<file path="src/rtl/mgnt_pkg.sv">
// Shared definitions for the magnet pulse monitor:
// one-hot FSM states and fault codes.
package mgnt_pkg;

   typedef enum logic [5:0] {
      S_IDLE  = 6'b000001,
      S_CHG   = 6'b000010,
      S_GAP1  = 6'b000100,
      S_DCHG  = 6'b001000,
      S_GAP2  = 6'b010000,
      S_FAULT = 6'b100000
   } state_e;

   localparam logic [2:0] FLT_NONE      = 3'd0;
   localparam logic [2:0] FLT_OVERLAP   = 3'd1;
   localparam logic [2:0] FLT_CHG_LONG  = 3'd2;
   localparam logic [2:0] FLT_DCHG_LONG = 3'd3;
   localparam logic [2:0] FLT_ORDER     = 3'd4;

endpackage

</file>
<file path="src/rtl/mgnt_sat_counter.sv">
// Saturating up-counter with load-to-one and increment.
// Holds at all-ones instead of wrapping.
module mgnt_sat_counter #(
   parameter int unsigned WIDTH = 32
) (
   input  logic             clk,
   input  logic             rst,
   input  logic             load1,
   input  logic             inc,
   output logic [WIDTH-1:0] cnt
);

   logic [WIDTH-1:0] cnt_d;
   logic [WIDTH-1:0] cnt_q;

   always_comb begin
      cnt_d = cnt_q;
      if (load1) begin
         cnt_d = WIDTH'(1);
      end else if (inc && (cnt_q != '1)) begin
         cnt_d = cnt_q + WIDTH'(1);
      end
   end

   always_ff @(posedge clk) begin
      if (rst) begin
         cnt_q <= '0;
      end else begin
         cnt_q <= cnt_d;
      end
   end

   assign cnt = cnt_q;

endmodule

</file>
<file path="src/rtl/mgnt_pulse_monitor.sv">
// Receive-side observer of the CHG/DCHG pulse train:
// measures widths/gaps, counts pairs, latches interlock faults.
module mgnt_pulse_monitor
   import mgnt_pkg::*;
#(
   parameter int unsigned DATABUS_WIDTH = 32
) (
   input  logic                     CLK,
   input  logic                     RESET,
   input  logic                     ENABLE,
   input  logic                     CHG_IN,
   input  logic                     DCHG_IN,
   input  logic [DATABUS_WIDTH-1:0] MAX_CHG_PLEN,
   input  logic [DATABUS_WIDTH-1:0] MAX_DCHG_PLEN,
   input  logic [DATABUS_WIDTH-1:0] IDLE_TIMEOUT,
   input  logic                     CLR_FAULT,
   output logic [DATABUS_WIDTH-1:0] MEAS_CHG_PLEN,
   output logic [DATABUS_WIDTH-1:0] MEAS_CHG_DLEN,
   output logic [DATABUS_WIDTH-1:0] MEAS_DCHG_PLEN,
   output logic [DATABUS_WIDTH-1:0] MEAS_DCHG_DLEN,
   output logic [DATABUS_WIDTH-1:0] PAIR_CNT,
   output logic                     MEAS_VALID,
   output logic                     SEQ_DONE,
   output logic                     BUSY,
   output logic                     FAULT,
   output logic [2:0]               FAULT_CODE
);

   localparam int unsigned DW = DATABUS_WIDTH;

   state_e            state_d, state_q;
   logic              chg_r_q, dchg_r_q;
   logic [DW-1:0]     cnt;
   logic              cnt_load, cnt_inc;
   logic [DW-1:0]     meas_chg_plen_d, meas_chg_plen_q;
   logic [DW-1:0]     meas_chg_dlen_d, meas_chg_dlen_q;
   logic [DW-1:0]     meas_dchg_plen_d, meas_dchg_plen_q;
   logic [DW-1:0]     meas_dchg_dlen_d, meas_dchg_dlen_q;
   logic [DW-1:0]     pair_cnt_d, pair_cnt_q;
   logic              meas_valid_d, meas_valid_q;
   logic              seq_done_d, seq_done_q;
   logic              busy_d, busy_q;
   logic              fault_d, fault_q;
   logic [2:0]        fault_code_d, fault_code_q;
   logic              raise;
   logic [2:0]        code;

   mgnt_sat_counter #(.WIDTH(DW)) u_cnt (
      .clk   (CLK),
      .rst   (RESET),
      .load1 (cnt_load),
      .inc   (cnt_inc),
      .cnt   (cnt)
   );

   always_comb begin
      state_d          = state_q;
      cnt_load         = 1'b0;
      cnt_inc          = 1'b0;
      meas_chg_plen_d  = meas_chg_plen_q;
      meas_chg_dlen_d  = meas_chg_dlen_q;
      meas_dchg_plen_d = meas_dchg_plen_q;
      meas_dchg_dlen_d = meas_dchg_dlen_q;
      pair_cnt_d       = pair_cnt_q;
      meas_valid_d     = 1'b0;
      seq_done_d       = 1'b0;
      // Lags the state by a cycle so BUSY still covers the SEQ_DONE strobe.
      busy_d           = (state_q != S_IDLE);
      fault_d          = fault_q;
      fault_code_d     = fault_code_q;
      raise            = 1'b0;
      code             = FLT_NONE;

      if (state_q == S_FAULT) begin
         if (CLR_FAULT && !chg_r_q && !dchg_r_q) begin
            state_d      = S_IDLE;
            fault_d      = 1'b0;
            fault_code_d = FLT_NONE;
         end
      end else if (!ENABLE) begin
         state_d = S_IDLE;
      end else if (chg_r_q && dchg_r_q) begin
         raise = 1'b1;
         code  = FLT_OVERLAP;
      end else begin
         unique case (state_q)
            S_IDLE: begin
               if (chg_r_q) begin
                  state_d    = S_CHG;
                  cnt_load   = 1'b1;
                  pair_cnt_d = '0;
               end else if (dchg_r_q) begin
                  raise = 1'b1;
                  code  = FLT_ORDER;
               end
            end
            S_CHG: begin
               if (chg_r_q) begin
                  if ((MAX_CHG_PLEN != '0) && (cnt == MAX_CHG_PLEN)) begin
                     raise = 1'b1;
                     code  = FLT_CHG_LONG;
                  end else begin
                     cnt_inc = 1'b1;
                  end
               end else begin
                  meas_chg_plen_d = cnt;
                  state_d         = S_GAP1;
                  cnt_load        = 1'b1;
               end
            end
            S_GAP1: begin
               if (dchg_r_q) begin
                  meas_chg_dlen_d = cnt;
                  state_d         = S_DCHG;
                  cnt_load        = 1'b1;
               end else if (chg_r_q) begin
                  raise = 1'b1;
                  code  = FLT_ORDER;
               end else begin
                  cnt_inc = 1'b1;
               end
            end
            S_DCHG: begin
               if (dchg_r_q) begin
                  if ((MAX_DCHG_PLEN != '0) && (cnt == MAX_DCHG_PLEN)) begin
                     raise = 1'b1;
                     code  = FLT_DCHG_LONG;
                  end else begin
                     cnt_inc = 1'b1;
                  end
               end else begin
                  meas_dchg_plen_d = cnt;
                  if (pair_cnt_q != '1) begin
                     pair_cnt_d = pair_cnt_q + DW'(1);
                  end
                  meas_valid_d = 1'b1;
                  state_d      = S_GAP2;
                  cnt_load     = 1'b1;
               end
            end
            S_GAP2: begin
               if (chg_r_q) begin
                  meas_dchg_dlen_d = cnt;
                  state_d          = S_CHG;
                  cnt_load         = 1'b1;
               end else if (dchg_r_q) begin
                  raise = 1'b1;
                  code  = FLT_ORDER;
               end else if ((IDLE_TIMEOUT != '0) && (cnt == IDLE_TIMEOUT)) begin
                  seq_done_d = 1'b1;
                  state_d    = S_IDLE;
               end else begin
                  cnt_inc = 1'b1;
               end
            end
            default: state_d = S_IDLE;
         endcase
      end

      if (raise) begin
         state_d      = S_FAULT;
         fault_d      = 1'b1;
         fault_code_d = code;
      end
   end

   always_ff @(posedge CLK) begin
      if (RESET) begin
         state_q          <= S_IDLE;
         chg_r_q          <= 1'b0;
         dchg_r_q         <= 1'b0;
         meas_chg_plen_q  <= '0;
         meas_chg_dlen_q  <= '0;
         meas_dchg_plen_q <= '0;
         meas_dchg_dlen_q <= '0;
         pair_cnt_q       <= '0;
         meas_valid_q     <= 1'b0;
         seq_done_q       <= 1'b0;
         busy_q           <= 1'b0;
         fault_q          <= 1'b0;
         fault_code_q     <= FLT_NONE;
      end else begin
         state_q          <= state_d;
         chg_r_q          <= CHG_IN;
         dchg_r_q         <= DCHG_IN;
         meas_chg_plen_q  <= meas_chg_plen_d;
         meas_chg_dlen_q  <= meas_chg_dlen_d;
         meas_dchg_plen_q <= meas_dchg_plen_d;
         meas_dchg_dlen_q <= meas_dchg_dlen_d;
         pair_cnt_q       <= pair_cnt_d;
         meas_valid_q     <= meas_valid_d;
         seq_done_q       <= seq_done_d;
         busy_q           <= busy_d;
         fault_q          <= fault_d;
         fault_code_q     <= fault_code_d;
      end
   end

   assign MEAS_CHG_PLEN  = meas_chg_plen_q;
   assign MEAS_CHG_DLEN  = meas_chg_dlen_q;
   assign MEAS_DCHG_PLEN = meas_dchg_plen_q;
   assign MEAS_DCHG_DLEN = meas_dchg_dlen_q;
   assign PAIR_CNT       = pair_cnt_q;
   assign MEAS_VALID     = meas_valid_q;
   assign SEQ_DONE       = seq_done_q;
   assign BUSY           = busy_q;
   assign FAULT          = fault_q;
   assign FAULT_CODE     = fault_code_q;

endmodule

</file>
<file path="config.mk">
export PLATFORM = sky130hd
export DESIGN_NAME = mgnt_pulse_monitor
export DESIGN_NICKNAME = d
export VERILOG_FILES = /design/src/rtl/mgnt_pkg.sv /design/src/rtl/mgnt_sat_counter.sv /design/src/rtl/mgnt_pulse_monitor.sv
export SDC_FILE = /design/constraint.sdc
export NUM_CORES = 1
export LEC_CHECK = 0
export ABC_AREA = 1
export ABC_CLOCK_PERIOD_IN_PS = 6200
export CAP_MARGIN = 10
export CORE_MARGIN = 3
export CORE_UTILIZATION = 41
export CTS_CLUSTER_DIAMETER = 100
export DETAILED_ROUTE_END_ITERATION = 8
export PLACE_DENSITY = 0.68
export SETUP_SLACK_MARGIN = 0.1
export SYNTH_ARGS = -nofsm -noshare
export SYNTH_HDL_FRONTEND = slang
export SYNTH_SLANG_ARGS = --single-unit
</file>
<file path="constraint.sdc">
create_clock -name CLK -period 6.2 [get_ports CLK]
set_clock_uncertainty 0.15 [all_clocks]
set_input_delay 0.93 -clock CLK [delete_from_list [all_inputs] [get_ports CLK]]
set_output_delay 0.93 -clock CLK [all_outputs]
set_load 0.01 [all_outputs]
</file>
==> results.yml <==
floorplan:
  ios: 269
  start_util_pct: 41.7
  core_um2: 26100
  die_height_um: 169
  rows: 59
  die_area_um2: 28600
  die_w_um: 169
grt:
  grt-ovfl-total: 0
  grt_pass1_vias: 10489
  antenna_found_initial: 0
  grt_pass1_wl_um: 59400
  grt_usage_pct: 26.1
  grt_max_degree: 103
min_path:
  min_path_cells: 2
  hold_path_end: "FAULT_CODE[0]"
  min_path_type: "reg2reg"
  holdCritStartpoint: "FAULT_CODE[0]"
finish:
  fin_nets: 1857
  antennaDiodeCount: 0
  final_cell_count_no_fill: 2103
  area_growth_pct: 31.7
  drive_gt1_share_pct: 6.17
power_and_ir_drop:
  total_power_mw: 2.99
  ir_drop_uv: 150
  p_leak_nw: 5.35
  p_per_area_nw_per_um2: 208
logic_synthesis:
  synth_edf_count: 0
  synthesis.area_um2: 10900
  synthTopCellsByCount: "nand2_1, dfxtp_1, a21oi_1, nor2_1, o21ai_0"
  synthesis.nets: 1648
  synth_area_leaders: "dfxtp_1, nand2_1, a21oi_1"
  syn_avg_cell_area_um2: 7.07
  synthCells: 1544
  yosys.area.top_type: "dfxtp_1"
  ys_seq_area_share_pct: 38.0
  synth-async-reset-ratio_pct: 0
  synth-main-ff-cell: "dfxtp_1"
  synth-seq-cells: 207
  yosys_warnings: 0
  synth_most_common_cell: "nand2_1"
  yosys.cell_types.count: 46
  yosys.area.top_type_share_pct: 38.0
critical_path:
  r2r-start: "u_cnt.cnt[19]"
  start_kind: "input pin"
  cp.required_ps: 6490
  critical_path.slowest_cell: "nand2_2"
  path_delay_family: "simple AND/OR/NAND/NOR gates"
  rrSetupSlack_ps: 2920
  path_class: "in2reg"
  slowest_delay_ps: 450
  reg2reg_to: "u_cnt.cnt[2]"
  crit_fanout: 33
  path_buf_inv: 3
  timing.critical_path.mode_cell: "nand2_1"
  path_cells: "clkdlybuf4s50_1 > inv_1 > nand2_1 > nor3_1 > nand3_1 > nor2_1 > nand2_1 > nand3_1 > nand2_1 > nand2_1 > nand2_1 > nand2_2 > nand3_4 > o21ai_0 > inv_1 > nor2_1"
  critPathCaptureType: "register"
  cp.arrival_ps: 3890
  worstRegToRegCells: 16
clock_network:
  clock_latency_ps: 510
  postCtsResizedCells: 0
  cts-root-buf: "clkbuf_16"
  cts.sinks: 207
  cts.path.max_buffers: 3
  postCtsSetupBuffers: 0
  cts_buffers: 23
  h-tree-depth: 1
  path_clk_slew_ps: 60
  cts_tree: "yes"
  ctsHoldBuffers: 0
flow_run:
  cap_viol_max_count: 0
sta:
  rsz0062_at_grt: "no"
  setup_violations: 0
  period_needed_ps: 3590
  tns_ps: 0
  worst_slack_ps: 2610
  worst_slew_margin_rel_pct: 39.2
  fmax_mhz: 278
  tightest_slew_ps: 912
  fin_crit_sh_pct: 57.9
  final-hold-violation-count: 0
  drv_slew: 0
  hold_slack_ps: 313
drt:
  ant_nets: 0
  drt-total-wl_um: 38900
  met1_length_um: 16600
  vias_per_cell: 5.28
  route.met3.wl_um: 3590
  drtIter0Drc: 1069
  top_layer_used: "met4"
  drt-pass1-iter-count: 5
  drc_errors: 0
  vias: 11113
  wl_per_cell_um: 18.5
  dr_wl_met2_um: 17300
placement:
  portBuffers: 268
  hpwlAfterDp_um: 29100
  dp_slack_ps: 2230
  globalplace.congestion: 1.03
  place_inst: 2063
run_status:
  outcome: "completed"
placed cells by master, fill, tap and decap left out, types with 7 or more instances in the layout:
cell type and instances:
a21oi_1 172, buf_4 8, clkbuf_16 23, clkbuf_8 7, clkdlybuf4s50_1 268, dfxtp_1 207, inv_1 113, inv_2 15
nand2_1 306, nand3_1 44, nand4_1 61, nor2_1 172, nor2_2 7, nor2_4 7, nor3_1 28, nor4_1 18
o21ai_0 143, xnor2_1 72, xor2_1 31
worst reg2reg max path: stages (launching register included):
cell and delay, ps:
dfxtp_1 660, inv_1 260, nand2_1 110, nand2_1 50, nand2_1 70, nor2_1 50
nand2_1 160, nor2_1 80, nand3_1 120, nand2_1 60, nand2_1 50, nand2_1 50
nand2_2 450, nand3_4 460, o21ai_0 300, inv_1 60, nor2_1 80
worst max-delay path by stage:
stage,startpoint,end,slack [ps],cells past startpoint
floorplan,MAX_DCHG_PLEN[10],u_cnt.cnt[24],3820,14
global placement,IDLE_TIMEOUT[10],u_cnt.cnt[2],2210,14
detailed placement,IDLE_TIMEOUT[29],u_cnt.cnt[2],2230,16
CTS,IDLE_TIMEOUT[29],u_cnt.cnt[2],2760,16
global route,IDLE_TIMEOUT[29],u_cnt.cnt[2],2330,16
finish,IDLE_TIMEOUT[29],u_cnt.cnt[2],2610,16
registers in the layout, summed over array words and instances, names as in the netlist:
name and flops:
MEAS_CHG_DLEN 32, MEAS_CHG_PLEN 32, MEAS_DCHG_DLEN 32, MEAS_DCHG_PLEN 32
PAIR_CNT 32, u_cnt.cnt 32, state_q 6, FAULT_CODE 3
BUSY 1, FAULT 1, MEAS_VALID 1, SEQ_DONE 1
chg_r_q 1, dchg_r_q 1
per-stage QoR:
step,cell area [µm²],utilization [%]
after floorplan,10900,-
after global placement,13600,52.1
after detailed placement,13600,52.1
after CTS,14400,55.0
after global routing,14400,55.0
final,14400,55.0
layout make-up:
class / instances / area (µm²)
Multi-Input combinational cell: 1114 / 5820
Timing Repair Buffer: 276 / 2740
Fill cell: 2551 / 11800
Clock inverter: 7 / 63.8
Inverter: 131 / 497
Clock buffer: 33 / 683
Tap cell: 335 / 419
Sequential cell: 207 / 4140
cell families after synthesis:
family | Yosys count | share of synthesized area, %
simple gates | 677 | 29.0
flops | 207 | 38.0
buf+inv | 223 | 8.91
xor+xnor | 103 | 8.27
compound gates | 332 | 15.6
fa+ha+maj | 2 | 0.229
metal layers:
| layer | GRT usage [%] | vias up |
|---|---|---|
| met5 | 0 | - |
| met3 | 7.36 | 70 |
| met1 | 34.4 | 5086 |
| met2 | 41.0 | 457 |
| li1 | - | 5500 |
| met4 | 9.03 | 0 |
report_power, final:
part,internal (mW),total [mW],switching (mW),leakage (nW)
sequential,1.34,1.35,0.0122,1.67
combinational,0.127,0.282,0.154,3.31
clock,0.804,1.35,0.551,0.376
total,2.27,2.99,0.717,5.35
Note: power is estimated with default switching activity, not from simulation.
